===== src/rtl/simple_gen_param_store_if.sv =====
// Loader byte-stream bus for simple_gen_param_store.
// Latency: n/a (wires only); ld_ready is driven combinationally by the store.
// Backpressure: a byte moves on a rising edge with ld_valid && ld_ready.
//
// Signals:
//   ld_start  - one-cycle pulse, begins or restarts a load at byte 0
//   ld_valid  - loader byte valid
//   ld_data   - loader byte
//   ld_ready  - store accepts ld_data this cycle
// Modports: master (loader side), slave (store side).
interface simple_gen_param_store_if #(
  parameter int WIDTH = 8
);
  logic             ld_start;
  logic             ld_valid;
  logic [WIDTH-1:0] ld_data;
  logic             ld_ready;

  modport master (output ld_start, output ld_valid, output ld_data, input ld_ready);
  modport slave  (input ld_start, input ld_valid, input ld_data, output ld_ready);
endinterface


===== src/rtl/simple_gen_param_store.sv =====
// Run-time loadable weight/bias store serving simple_generator ROM fetches.
// Latency: reads are registered, data 1 cycle after the address; load_done 1 cycle after last byte.
// Backpressure: ld_ready drops while gen_busy or ld_start is high, or outside a load.
//
// Ports:
//   clk, rst_n       - clock, asynchronous active-low reset
//   ld               - loader bus (ld_start/ld_valid/ld_data/ld_ready), slave side
//   gen_busy         - generator inference in progress; freezes loading
//   params_valid     - a complete, accepted parameter set is present
//   load_done        - one-cycle pulse when a load finishes
//   load_err         - last load failed its checksum; sticky until next ld_start
//   w1/b1/w2/b2_addr - read addresses; *_data registered read data (0 when out of range)
// Optional feature: define SIMPLE_GEN_PARAM_CHECKSUM_EN to expect a trailing XOR
// checksum byte after the payload.
module simple_gen_param_store #(
  parameter int DATA_WIDTH   = 16,
  parameter int WEIGHT_WIDTH = 8,
  parameter int LATENT_DIM   = 2,
  parameter int HIDDEN_SIZE  = 3,
  parameter int OUTPUT_SIZE  = 9
) (
  input  logic                           clk,
  input  logic                           rst_n,
  simple_gen_param_store_if.slave        ld,
  input  logic                           gen_busy,
  output logic                           params_valid,
  output logic                           load_done,
  output logic                           load_err,
  input  logic [3:0]                     w1_addr,
  output logic signed [WEIGHT_WIDTH-1:0] w1_data,
  input  logic [1:0]                     b1_addr,
  output logic signed [DATA_WIDTH-1:0]   b1_data,
  input  logic [4:0]                     w2_addr,
  output logic signed [WEIGHT_WIDTH-1:0] w2_data,
  input  logic [3:0]                     b2_addr,
  output logic signed [DATA_WIDTH-1:0]   b2_data
);

  localparam int W1_D = LATENT_DIM * HIDDEN_SIZE;
  localparam int W2_D = HIDDEN_SIZE * OUTPUT_SIZE;

  typedef enum logic [3:0] {
    IDLE, LD_W1, LD_B1_LO, LD_B1_HI, LD_W2, LD_B2_LO, LD_B2_HI, FINISH
`ifdef SIMPLE_GEN_PARAM_CHECKSUM_EN
    , LD_CHK
`endif
  } state_t;

  state_t r_state, w_nxt_state;

  logic signed [WEIGHT_WIDTH-1:0] r_w1 [W1_D];
  logic signed [DATA_WIDTH-1:0]   r_b1 [HIDDEN_SIZE];
  logic signed [WEIGHT_WIDTH-1:0] r_w2 [W2_D];
  logic signed [DATA_WIDTH-1:0]   r_b2 [OUTPUT_SIZE];

  logic [4:0]              r_idx;
  logic [WEIGHT_WIDTH-1:0] r_lo;
  logic                    r_params_valid;
  logic                    w_is_ld;
  logic                    w_xfer;
  logic                    w_last;
  logic                    w_load_err;

  logic signed [WEIGHT_WIDTH-1:0] r_w1_q, r_w2_q;
  logic signed [DATA_WIDTH-1:0]   r_b1_q, r_b2_q;

  always_comb begin
    w_is_ld = 1'b0;
    case (r_state)
      LD_W1, LD_B1_LO, LD_B1_HI, LD_W2, LD_B2_LO, LD_B2_HI: w_is_ld = 1'b1;
`ifdef SIMPLE_GEN_PARAM_CHECKSUM_EN
      LD_CHK: w_is_ld = 1'b1;
`endif
      default: w_is_ld = 1'b0;
    endcase
  end

  assign ld.ld_ready = w_is_ld && !gen_busy && !ld.ld_start;
  assign w_xfer      = ld.ld_valid && ld.ld_ready;

`ifdef SIMPLE_GEN_PARAM_CHECKSUM_EN
  logic [WEIGHT_WIDTH-1:0] r_csum;
  logic                    r_load_err;
  assign w_load_err = r_load_err;
`else
  assign w_load_err = 1'b0;
`endif

  // w_last flags the final element of the section the FSM is currently filling.
  always_comb begin
    w_last = 1'b0;
    case (r_state)
      LD_W1:    w_last = (r_idx == 5'(W1_D - 1));
      LD_B1_HI: w_last = (r_idx == 5'(HIDDEN_SIZE - 1));
      LD_W2:    w_last = (r_idx == 5'(W2_D - 1));
      LD_B2_HI: w_last = (r_idx == 5'(OUTPUT_SIZE - 1));
      default:  w_last = 1'b0;
    endcase
  end

  always_comb begin
    w_nxt_state = r_state;
    if (ld.ld_start) begin
      w_nxt_state = LD_W1;
    end else begin
      case (r_state)
        IDLE:     w_nxt_state = IDLE;
        LD_W1:    if (w_xfer && w_last) w_nxt_state = LD_B1_LO;
        LD_B1_LO: if (w_xfer) w_nxt_state = LD_B1_HI;
        LD_B1_HI: if (w_xfer) w_nxt_state = w_last ? LD_W2 : LD_B1_LO;
        LD_W2:    if (w_xfer && w_last) w_nxt_state = LD_B2_LO;
        LD_B2_LO: if (w_xfer) w_nxt_state = LD_B2_HI;
        LD_B2_HI: if (w_xfer) begin
`ifdef SIMPLE_GEN_PARAM_CHECKSUM_EN
          w_nxt_state = w_last ? LD_CHK : LD_B2_LO;
`else
          w_nxt_state = w_last ? FINISH : LD_B2_LO;
`endif
        end
`ifdef SIMPLE_GEN_PARAM_CHECKSUM_EN
        // A bad checksum still finishes; load_err keeps params_valid low.
        LD_CHK:   if (w_xfer) w_nxt_state = FINISH;
`endif
        FINISH:   w_nxt_state = IDLE;
        default:  w_nxt_state = IDLE;
      endcase
    end
  end

  always_ff @(posedge clk or negedge rst_n) begin
    if (!rst_n) r_state <= IDLE;
    else        r_state <= w_nxt_state;
  end

  always_ff @(posedge clk or negedge rst_n) begin
    if (!rst_n) begin
      r_idx          <= '0;
      r_lo           <= '0;
      r_params_valid <= 1'b0;
      for (int i = 0; i < W1_D; i++)        r_w1[i] <= '0;
      for (int i = 0; i < HIDDEN_SIZE; i++) r_b1[i] <= '0;
      for (int i = 0; i < W2_D; i++)        r_w2[i] <= '0;
      for (int i = 0; i < OUTPUT_SIZE; i++) r_b2[i] <= '0;
`ifdef SIMPLE_GEN_PARAM_CHECKSUM_EN
      r_csum     <= '0;
      r_load_err <= 1'b0;
`endif
    end else if (ld.ld_start) begin
      r_idx          <= '0;
      r_params_valid <= 1'b0;
`ifdef SIMPLE_GEN_PARAM_CHECKSUM_EN
      r_csum     <= '0;
      r_load_err <= 1'b0;
`endif
    end else begin
      if (w_xfer) begin
`ifdef SIMPLE_GEN_PARAM_CHECKSUM_EN
        if (r_state == LD_CHK) r_load_err <= (ld.ld_data != r_csum);
        else                   r_csum     <= r_csum ^ ld.ld_data;
`endif
        case (r_state)
          LD_W1: begin
            r_w1[r_idx[2:0]] <= ld.ld_data;
            r_idx <= w_last ? 5'd0 : r_idx + 5'd1;
          end
          LD_B1_LO: r_lo <= ld.ld_data;
          LD_B1_HI: begin
            r_b1[r_idx[1:0]] <= {ld.ld_data, r_lo};
            r_idx <= w_last ? 5'd0 : r_idx + 5'd1;
          end
          LD_W2: begin
            r_w2[r_idx] <= ld.ld_data;
            r_idx <= w_last ? 5'd0 : r_idx + 5'd1;
          end
          LD_B2_LO: r_lo <= ld.ld_data;
          LD_B2_HI: begin
            r_b2[r_idx[3:0]] <= {ld.ld_data, r_lo};
            r_idx <= w_last ? 5'd0 : r_idx + 5'd1;
          end
          default: ;
        endcase
      end
      if (r_state == FINISH) r_params_valid <= !w_load_err;
    end
  end

  // Registered reads sample the arrays before this edge's writes land,
  // which gives read-before-write on a same-entry collision.
  always_ff @(posedge clk or negedge rst_n) begin
    if (!rst_n) begin
      r_w1_q <= '0;
      r_b1_q <= '0;
      r_w2_q <= '0;
      r_b2_q <= '0;
    end else begin
      r_w1_q <= (w1_addr < 4'(W1_D))        ? r_w1[w1_addr[2:0]] : '0;
      r_b1_q <= (b1_addr < 2'(HIDDEN_SIZE)) ? r_b1[b1_addr]      : '0;
      r_w2_q <= (w2_addr < 5'(W2_D))        ? r_w2[w2_addr]      : '0;
      r_b2_q <= (b2_addr < 4'(OUTPUT_SIZE)) ? r_b2[b2_addr]      : '0;
    end
  end

  assign w1_data      = r_w1_q;
  assign b1_data      = r_b1_q;
  assign w2_data      = r_w2_q;
  assign b2_data      = r_b2_q;
  assign params_valid = r_params_valid;
  assign load_done    = (r_state == FINISH);
  assign load_err     = w_load_err;

endmodule


===== src/flat_wrapper.sv =====
// flat-port wrapper written by rule: the top's interface ports become plain ports
module simple_gen_param_store_flat 
#(
  parameter int DATA_WIDTH   = 16,
  parameter int WEIGHT_WIDTH = 8,
  parameter int LATENT_DIM   = 2,
  parameter int HIDDEN_SIZE  = 3,
  parameter int OUTPUT_SIZE  = 9
)
  (clk, rst_n, gen_busy, params_valid, load_done, load_err, w1_addr, w1_data, b1_addr, b1_data, w2_addr, w2_data, b2_addr, b2_data, ld_ld_start, ld_ld_valid, ld_ld_data, ld_ld_ready);
  simple_gen_param_store_if #(.WIDTH(8)) ld_i ();
  input  logic clk;
  input  logic rst_n;
  input  logic gen_busy;
  output logic params_valid;
  output logic load_done;
  output logic load_err;
  input  logic [3:0] w1_addr;
  output logic signed [WEIGHT_WIDTH-1:0] w1_data;
  input  logic [1:0] b1_addr;
  output logic signed [DATA_WIDTH-1:0] b1_data;
  input  logic [4:0] w2_addr;
  output logic signed [WEIGHT_WIDTH-1:0] w2_data;
  input  logic [3:0] b2_addr;
  output logic signed [DATA_WIDTH-1:0] b2_data;
  input wire logic [$bits(ld_i.ld_start)-1:0] ld_ld_start;
  input wire logic [$bits(ld_i.ld_valid)-1:0] ld_ld_valid;
  input wire logic [$bits(ld_i.ld_data)-1:0] ld_ld_data;
  output wire logic [$bits(ld_i.ld_ready)-1:0] ld_ld_ready;
  assign ld_i.ld_start = ld_ld_start;
  assign ld_i.ld_valid = ld_ld_valid;
  assign ld_i.ld_data = ld_ld_data;
  assign ld_ld_ready = ld_i.ld_ready;
  simple_gen_param_store #(.DATA_WIDTH(DATA_WIDTH), .WEIGHT_WIDTH(WEIGHT_WIDTH), .LATENT_DIM(LATENT_DIM), .HIDDEN_SIZE(HIDDEN_SIZE), .OUTPUT_SIZE(OUTPUT_SIZE)) u_core (.clk(clk), .rst_n(rst_n), .ld(ld_i), .gen_busy(gen_busy), .params_valid(params_valid), .load_done(load_done), .load_err(load_err), .w1_addr(w1_addr), .w1_data(w1_data), .b1_addr(b1_addr), .b1_data(b1_data), .w2_addr(w2_addr), .w2_data(w2_data), .b2_addr(b2_addr), .b2_data(b2_data));
endmodule

===== config.mk =====
export PLATFORM = sky130hd
export DESIGN_NAME = simple_gen_param_store_flat
export DESIGN_NICKNAME = d
export VERILOG_FILES = /design/src/rtl/simple_gen_param_store_if.sv /design/src/rtl/simple_gen_param_store.sv /design/src/flat_wrapper.sv
export SDC_FILE = /design/constraint.sdc
export NUM_CORES = 1
export LEC_CHECK = 0
export CAP_MARGIN = 20
export CORE_MARGIN = 5
export CORE_UTILIZATION = 60
export DETAILED_ROUTE_END_ITERATION = 10
export PLACE_DENSITY_LB_ADDON = 0.3
export SLEW_MARGIN = 20
export SYNTH_ARGS = -nofsm -noshare
export SYNTH_HDL_FRONTEND = slang
export SYNTH_SLANG_ARGS = --single-unit

===== constraint.sdc =====
create_clock -name clk -period 6.4 [get_ports clk]
set_input_delay 0.96 -clock clk [delete_from_list [all_inputs] [get_ports clk]]
set_output_delay 0.96 -clock clk [all_outputs]
set_load 0.05 [all_outputs]

**Word level (Yosys, flattened, before mapping)**

Index checks and enable logic that the tools add are counted.

- $add $sub $neg: 1
- Magnitude comparators: 16
- Equality and inequality tests: 17
- Mux-type cells: 46
- Bitwise operators: 9
- Reductions and logical operators: 23

Operator list:

| kind | count |
|---|---|
| 216-bit bitwise mux | 1 |
| 144-bit bitwise mux | 1 |
| 16-bit two-way mux | 8 |
| 48-bit bitwise mux | 2 |
| 16-bit binary-select mux with 4-bit select | 1 |
| 16-bit demux with 4-bit select | 1 |
| 8-bit two-way mux | 8 |
| 8-bit binary-select mux with 5-bit select | 1 |
| 8-bit demux with 5-bit select | 1 |
| 16-bit binary-select mux with 2-bit select | 1 |
| 16-bit demux with 2-bit select | 1 |
| 4-bit two-way mux | 7 |
| 8-bit binary-select mux with 3-bit select | 1 |
| 8-bit demux with 3-bit select | 1 |
| 4-bit one-hot mux with 6 select lines | 1 |
| 5-bit two-way mux | 4 |
| 3-bit by 2-bit != test with 1-bit output, second input constant | 6 |
| 4-bit by 3-bit == test with 1-bit output, second input constant | 4 |
| 3-bit AND reduction | 5 |
| 6-bit greater-or-equal comparator, second input constant | 2 |
| 5-bit inverter with 6-bit output | 2 |
| 5-bit greater-or-equal comparator, second input constant | 2 |
| 4-bit inverter with 5-bit output | 2 |
| 4-bit by 2-bit == test with 1-bit output, second input constant | 2 |
| 31 further kinds | 47 |

- Flip-flop bits (word level): 522
- Input port bits: 28
- Word-level logic and storage cells: 165

**Logic depth before layout (Yosys ltp)**

- Word-level depth: 10
- Depth in mapped cells: 10

**Least setup slack after synthesis**

No wires, ideal clock.

- Kind: input-to-output
- Start: input port ld_ld_start
- End: output port ld_ld_ready
- Arrival: 2.238 ns
- Setup slack: 3.202 ns
- Stages: 2
- Path buffers: 1
- Cells stage by stage: clkbuf_1 nor3_1

- Word-level cells in the longest chain between the ends: 2

RTL lines:

| what | RTL line | text |
|---|---|---|
| start, declared | flat_wrapper.sv:26 | `input wire logic [$bits(ld_i.ld_start)-1:0] ld_ld_start;` |
| 1-bit logical NOT | simple_gen_param_store.sv:78 | `assign ld.ld_ready = w_is_ld && !gen_busy && !ld.ld_start;` |
| 1-bit logical AND | simple_gen_param_store.sv:78 |  |
| end, declared | flat_wrapper.sv:29 | `output wire logic [$bits(ld_i.ld_ready)-1:0] ld_ld_ready;` |

No other way between the ends.

**Worst setup path in the final report**

- Start: register u_core.r_state[0]
- End: output port ld_ld_ready

- Word-level cells in the longest chain between the ends: 5
- Elaborated cells between the ends (all ways): 10
- Classes of those cells: eq/ne: 6; mux: 1; reduce/logical: 3

RTL lines:

| what | RTL line | text |
|---|---|---|
| start, declared | simple_gen_param_store.sv:49 | `state_t r_state, w_nxt_state;` |
| start signal, assigned | simple_gen_param_store.sv:132 | `else r_state <= w_nxt_state;` |
| 4-bit by 1-bit == test with 1-bit output, or another cell as far along | simple_gen_param_store.sv:69 | `case (r_state)` |
| 6-bit OR reduction (*) | simple_gen_param_store.sv:69 |  |
| 1-bit two-way mux (*) | simple_gen_param_store.sv:69 |  |
| 1-bit logical AND (*) (2 in series) | simple_gen_param_store.sv:78 |  |

Mark *: on every way between the ends. The rest lies on a longest branch, timed or not.

==> impl_results.md <==
* Max_cap viols at 0
* CP startpoint kind: flop
* Drt drc at 0
* Xor/xnor share of the synthesized area at 0.07574%
* # setup viols final at 0
* Worst Reg-to-Reg Cells at 7
* Sequential share of the synthesized area at 56.37%
* CTS tree: done
* Area Overhead vs Synth at 12.28%
* # fillers at 2666
* Hold Crit Class: in2async
* Core area at 38380 um2
* Reg clk slew, reported paths at 60 ps
* Period minus WS final at 4402 ps
* Status: finished clean
* CTS Buf Count at 52
* Post-CTS Resized at 0
* Initial DRC count at 924
* Overflow left after global routing at 0
* Fin Setup TNS at 0 ps
* Post-synth ARST share at 100.0%
* Most common cell after layout, fill and taps aside: dfrtp_1
* Share of layout cells above drive strength 1 at 42.84%
* Syn Inst Count at 1562
* PortBufs at 78
* Total GRT Usage at 24.34%
* DP HPWL at 30860 um
* Area of the multi-input gates at 9568 um2
* Mean routed wirelength per cell at 23.24 um
* Multiplexer area fraction after synthesis at 34.07%
* FP Rows at 72
* Yosys top cell area share at 56.37%
* DP Area at 24200 um2
* Maximum fanout along the worst path at 23
* Die height at 206.3 um
* Initial Util at 60.26%
* Simple logic cell fraction of the synthesized area at 4.339%
* Compound-gate portion of the synthesized area at 2.575%
* Power Dens Cells at 276.3 nW/um2
* Critical Path AT at 3440 ps
* Final wirelength at 50040 um
* Via count at 13320
* Slew Limit Fails at 0
* Mapped Nets at 1595
* Critical path destination: ld_ld_ready
* Routed vias/inst at 6.188
* Skew-Pair Late Insertion Delay at 570 ps
* Leading area contributor after synthesis: dfrtp_1
* Crit Path Category: reg2out
* Clk sinks at 521
* Mean Syn Cell Area at 14.81 um2
* Clk_skew at 14.98 ps
* Register area at 13040 um2
* Die Wd at 206.3 um
* Final instance area at 25970 um2
* Longest Clk Path Bufs at 3
* Initial antenna violation count at 0
* CP Capture Type: output port
* Maximum vdd drop at 0.0001768 V
* Ports at 80
* Crit path cell chain: inv_1, ha_1, inv_1, nor3_1, nor3_1, clkdlybuf4s50_1
* GP Congestion at 0.8529
* CTS root buffer: clkbuf_16
* Worst setup path startpoint: u_core.r_state[0]
* Slew margin rel. at 29.77%
* Worst path max stage delay at 820 ps
* Critical-path top delay cell: dfrtp_1
* R2r setup slk at 2520 ps
* Slew @ Worst Pin at 1054 ps
* TritonRoute pass-1 iters at 5
* Yosys cell types at 53
* # nets final at 1630
* YS warnings at 0
* FF-to-FF End: u_core.r_b2[105]
* Synth Cell Area at 23130 um2
* Largest cells by area after synthesis: dfrtp_1 56%, mux2_2 23%, mux4_2 8.6%
* Peak Freq at 227.2 MHz
* Number of flops mapped to enable cells by yosys at 0
* Largest net degree at the start of global routing at 183
* Die footprint at 42570 um2
* Synthesis-stage register bit count at 521
* Crit path required time at 5440 ps
* Final period utilization at 68.78%
* Routed Antenna Nets at 0
* Global-route wire length before repair at 80880 um
* Leak pwr at 12.46 nW
* Most frequent cells in the layout: 521 x dfrtp_1, 473 x mux2_2, 88 x mux4_2, 68 x nand2_1, 67 x clkdlybuf4s50_1
* Vias in the first global route at 14270
* Main combinational cell family by area after synthesis: multiplexers
* Reg2reg start: u_core.r_state[0]
* RSZ-0062 raised after global routing: no
* Cts hold-fix bufs at 0
* Post-CTS repair timing setup buffer count at 0
* Synth Area in Adders at 0.2705%
* Hold Vio Cnt, Final at 0
* Top_reg_cell synth: dfrtp_1
* CTS H-tree depth at 2
==> power by group <==
part / internal, W / switching (W)
logic: 0.000221 / 0.000339
registers: 0.00342 / 0.0000968
clock network: 0.00188 / 0.00122
==> cells in the mapped netlist, drive strengths merged (5+ instances only) <==
library cell    n
dfrtp         521
mux2          473
mux4           88
clkbuf         71
nand2          68
nor2           63
mux2i          57
buf            47
o21ai          37
nand3          16
nor3           13
a21oi          12
a211o          10
a22o            9
a22oi           8
a31oi           8
nor4            8
nor2b           7
inv             6
ha              5
==> metrics by stage <==
step	hold slack, ps	setup slack (ps)	std cells	power, W	util (%)
after floorplan	446.0	3202	1562	0.003907	-
after global placement	460.8	2173	2059	0.004113	63.02
after detailed placement	466.4	2445	2061	0.004137	63.07
after CTS	484.2	2022	2152	0.007230	67.66
after global routing	508.7	1872	2152	0.007417	67.66
final	465.7	1998	2153	0.007174	67.66
==> sequential cells by signal, indices dropped and copies added, names as in the netlist <==
register / count
u_core.r_lo: 8
u_core.r_w2: 216
u_core.params_valid: 1
u_core.w2_data: 8
u_core.b1_data: 16
u_core.r_idx: 5
u_core.r_state: 3
u_core.b2_data: 16
u_core.r_b1: 48
u_core.r_b2: 144
u_core.w1_data: 8
u_core.r_w1: 48
==> critical path: cells and delay by family, from the launching register on <==
| kind | cells | cell delay [ps] |
|---|---|---|
| AND/OR/NAND/NOR | 2 | 520 |
| flip-flops | 1 | 820 |
| buffers and inverters | 3 | 1100 |
| adder cells (fa/ha/maj) | 1 | 430 |
==> worst min-delay path by stage <==
stage                     cells past startpoint       startpoint                 end  slack, ps
after floorplan                               2  u_core.r_b1[16]   u_core.b1_data[0]        450
after global placement                        2  u_core.r_b1[31]  u_core.b1_data[15]        460
after detailed placement                      2  u_core.r_b1[31]  u_core.b1_data[15]        470
after CTS                                     2  u_core.r_b1[31]  u_core.b1_data[15]        480
after global routing                          2   u_core.r_b2[6]   u_core.b2_data[6]        510
final                                         1            rst_n   u_core.b1_data[3]        470
==> metal layers <==
metal	track usage (%)	routed length (um)	part of all wire, %
met3	3.907	2336	4.7
met1	33.74	21660	43
met2	40.81	25060	50
met5	0	0	0
met4	6.321	983	2.0
==> final cells by class <==
| type | instances | area share, % |
|---|---|---|
| Tap cell | 518 | 2.496 |
| Multi-Input combinational cell | 916 | 36.85 |
| Clock buffer | 82 | 6.220 |
| Timing Repair Buffer | 99 | 3.561 |
| Inverter | 7 | 0.1012 |
| Clock inverter | 9 | 0.5589 |
| Antenna cell | 1 | 0.009637 |
| Sequential cell | 521 | 50.21 |
==> cells by family after synthesis <==
logic type               after synthesis
multiplexers                         618
XOR/XNOR                               2
flip-flops                           521
other                                  1
AND/OR/NAND/NOR                      197
buffers and inverters                125
AO/OA/AOI/OAI                         93
adder cells (fa/ha/maj)                5
Note: power is estimated with default switching activity, not from simulation.
==> patch, RTL diff (same flow settings) <==
The 8 states of `state_t` get a one-hot encoding in 8 bits.
--- a/src/rtl/simple_gen_param_store.sv
+++ b/src/rtl/simple_gen_param_store.sv
@@ -41,4 +41,4 @@
 
-  typedef enum logic [3:0] {
-    IDLE, LD_W1, LD_B1_LO, LD_B1_HI, LD_W2, LD_B2_LO, LD_B2_HI, FINISH
+  typedef enum logic [7:0] {
+    IDLE = 8'b00000001, LD_W1 = 8'b00000010, LD_B1_LO = 8'b00000100, LD_B1_HI = 8'b00001000, LD_W2 = 8'b00010000, LD_B2_LO = 8'b00100000, LD_B2_HI = 8'b01000000, FINISH = 8'b10000000
 `ifdef SIMPLE_GEN_PARAM_CHECKSUM_EN
Formal check against the unedited RTL: no difference found for any inputs over 4 cycles, from zero or initial values and one cycle with rst_n low; so few cycles prove little.
==> patch against the original RTL <==
Cell count is 0.74% higher. Clock power is 2% higher. Area after synthesis is 1.9% higher. Worst setup slack better by 310 ps. Routed wire length is 1.6% higher. Sequential cell count is 5 higher. Largest cell class unchanged. Cell area is 1.6% higher. Critical path type unchanged. Total power is 3.6% lower. Combinational power is 34% lower. Critical endpoint unchanged.
==> patch: results (changes against the original RTL) <==
| Metric | Value |
|---|---|
| CP arrival | `3130 ps (-310 ps)` |
| DR iter-0 viols | `951 (+2.9%)` |
| Root buffer cell | `clkbuf_16` |
| Htree depth | `2 (unchanged)` |
| Distinct cells, synth | `66 (+25%)` |
| Share of cells above drive strength 1 | `45.9% (+3.0 points)` |
| CTS clk-pin slew, worst paths | `60 ps (about the same)` |
| Routed WL | `50.8 mm (+1.6%)` |
| Antenna violations before repair | `0 (unchanged)` |
| Ant. Diodes | `0 (-1)` |
| FF-to-FF path depth | `4 (-3)` |
| Vias in the first global route | `14400 (+1.1%)` |
| Slowest-stage cell, CP | `clkdlybuf4s50_1` |
| Largest fanout on the critical path | `12 (-48%)` |
| Internal power | `5380 uW (-2.5%)` |
| First-pass GRT wire length | `82.3 mm (+1.7%)` |
| Setup_tns | `0 ps (unchanged)` |
| GRT Total Usage | `23.7% (-0.60 points)` |
| Min-Delay Path Class | `in -> async` |
| Buffers added on ports | `78 (unchanged)` |
| Largest cells by area after synthesis | `dfrtp_1 (56%), mux2_2 (23%), mux4_2 (8.3%)` |
| Commonest cells in the netlist | `dfrtp_1 (525), mux2_2 (490), mux4_2 (87), clkbuf_1 (80), nand2_1 (52)` |
| Filler cell count | `2622 (-1.7%)` |
| CP max stage delay | `790 ps (-30 ps)` |
| Largest net degree at the start of global routing | `129 (-30%)` |
| Cts bufs inserted | `53 (+1.9%)` |
| Sequential element share of the synthesized area | `55.8% (-0.53 points)` |
| Total number of vias | `13300 (-0.29%)` |
| Leak pwr | `0.0126 uW (+1.0%)` |
| Top flop regs | `u_core.r_w2 x216, u_core.r_b2 x144` |
| Worst vdd ir | `0.236 mV (+33%)` |
| Post-CTS setup repair buffer count | `0 (unchanged)` |
| Top delay family on crit path | `simple AND/OR/NAND/NOR gates` |
| Status | `finished clean` |
| Fin util | `68.1% (+0.48 points)` |
| Nets | `1642 (+0.74%)` |
| ANT nets after route | `0 (unchanged)` |
| Worst Clk Skew | `23.2 ps (+8.23 ps)` |
| Post-synth ARST share | `100% (unchanged)` |
| Hpwl dp | `30.5 mm (-1.1%)` |
| Latest clock arrival within the worst-skew pair | `590 ps (+20 ps)` |
| Worst-Margin Slew | `1160 ps (+102 ps)` |
| Post-DP Area | `24600 um2 (+1.6%)` |
| Global placement routability congestion | `0.823 (-3.5%)` |
| Clk buf depth | `3 (unchanged)` |
## patch: worst paths after layout
check	start	to	slack (ps)
worst min register to register	u_core.r_b1[16]$_DFFE_PN0P_	u_core.b1_data[0]$_DFF_PN0_	480
worst min-delay path	rst_n	u_core.r_b2[115]$_DFFE_PN0P_	360
worst max-delay path	u_core.r_state[2]$_DFFE_PN0P_	ld_ld_ready	2310
min in group clk	u_core.r_b1[16]$_DFFE_PN0P_	u_core.b1_data[0]$_DFF_PN0_	480
max in group asynchronous	rst_n	u_core.r_w2[139]$_DFFE_PN0P_	4620
worst max register to register	u_core.r_state[2]$_DFFE_PN0P_	u_core.r_b2[12]$_DFFE_PN0P_	3550
## patch: worst reg2reg max path: cells and delay by family (launching register included)
| kind | cells | cell delay [ps] |
|---|---|---|
| multiplexers | 1 | 600 |
| AND/OR/NAND/NOR | 3 | 1700 |
| flip-flops | 1 | 440 |
## patch: power by group through the flow
stage / logic [uW] / registers, uW / clock network, uW
after floorplan: 189 / 3470 / 0
after detailed placement: 374 / 3450 / 0
after global placement: 367 / 3450 / 0
after CTS: 377 / 3390 / 3220
after global routing: 404 / 3390 / 3350
final: 370 / 3390 / 3160
## patch: area by class of cell
cell class              count  area share, %
repair buffers             90           3.21
multi-input cells         936           37.6
inverters                   3         0.0427
clock buffers              82           6.28
flip-flops and latches    526           49.9
well taps                 518           2.46
clock inverters            14          0.564
## patch: cells by family (layout without fill, tap and decap cells)
group,after synthesis,in the layout,synth area share [%]
XOR/XNOR,1,1,0.0372
AND/OR/NAND/NOR,212,212,5.68
multiplexers,608,608,33.0
adder cells (fa/ha/maj),4,4,0.212
buffers and inverters,123,189,2.11
flip-flops,526,526,55.8
AO/OA/AOI/OAI,110,110,3.06
other,1,1,0.0159
## patch: through the flow
step           total power (uW)  worst slack, ps  instances  hold slack (ps)
6_report                   6920             2310       2169              359
5_1_grt                    7150             2150       2169              401
4_1_cts                    6980             2280       2169              364
3_5_place_dp               3820             2580       2073              465
3_3_place_gp               3810             2570       2073              460
2_1_floorplan              3660             3630       1585              443
## patch: routing by layer
layer / part of all wire [%] / global-route usage [%] / vias up
li1: - / - / 5832
met1: 43 / 32.6 / 7110
met2: 50 / 40.1 / 266
met3: 3.8 / 3.55 / 77
met4: 2.6 / 6.89 / 0
met5: 0 / 0 / -
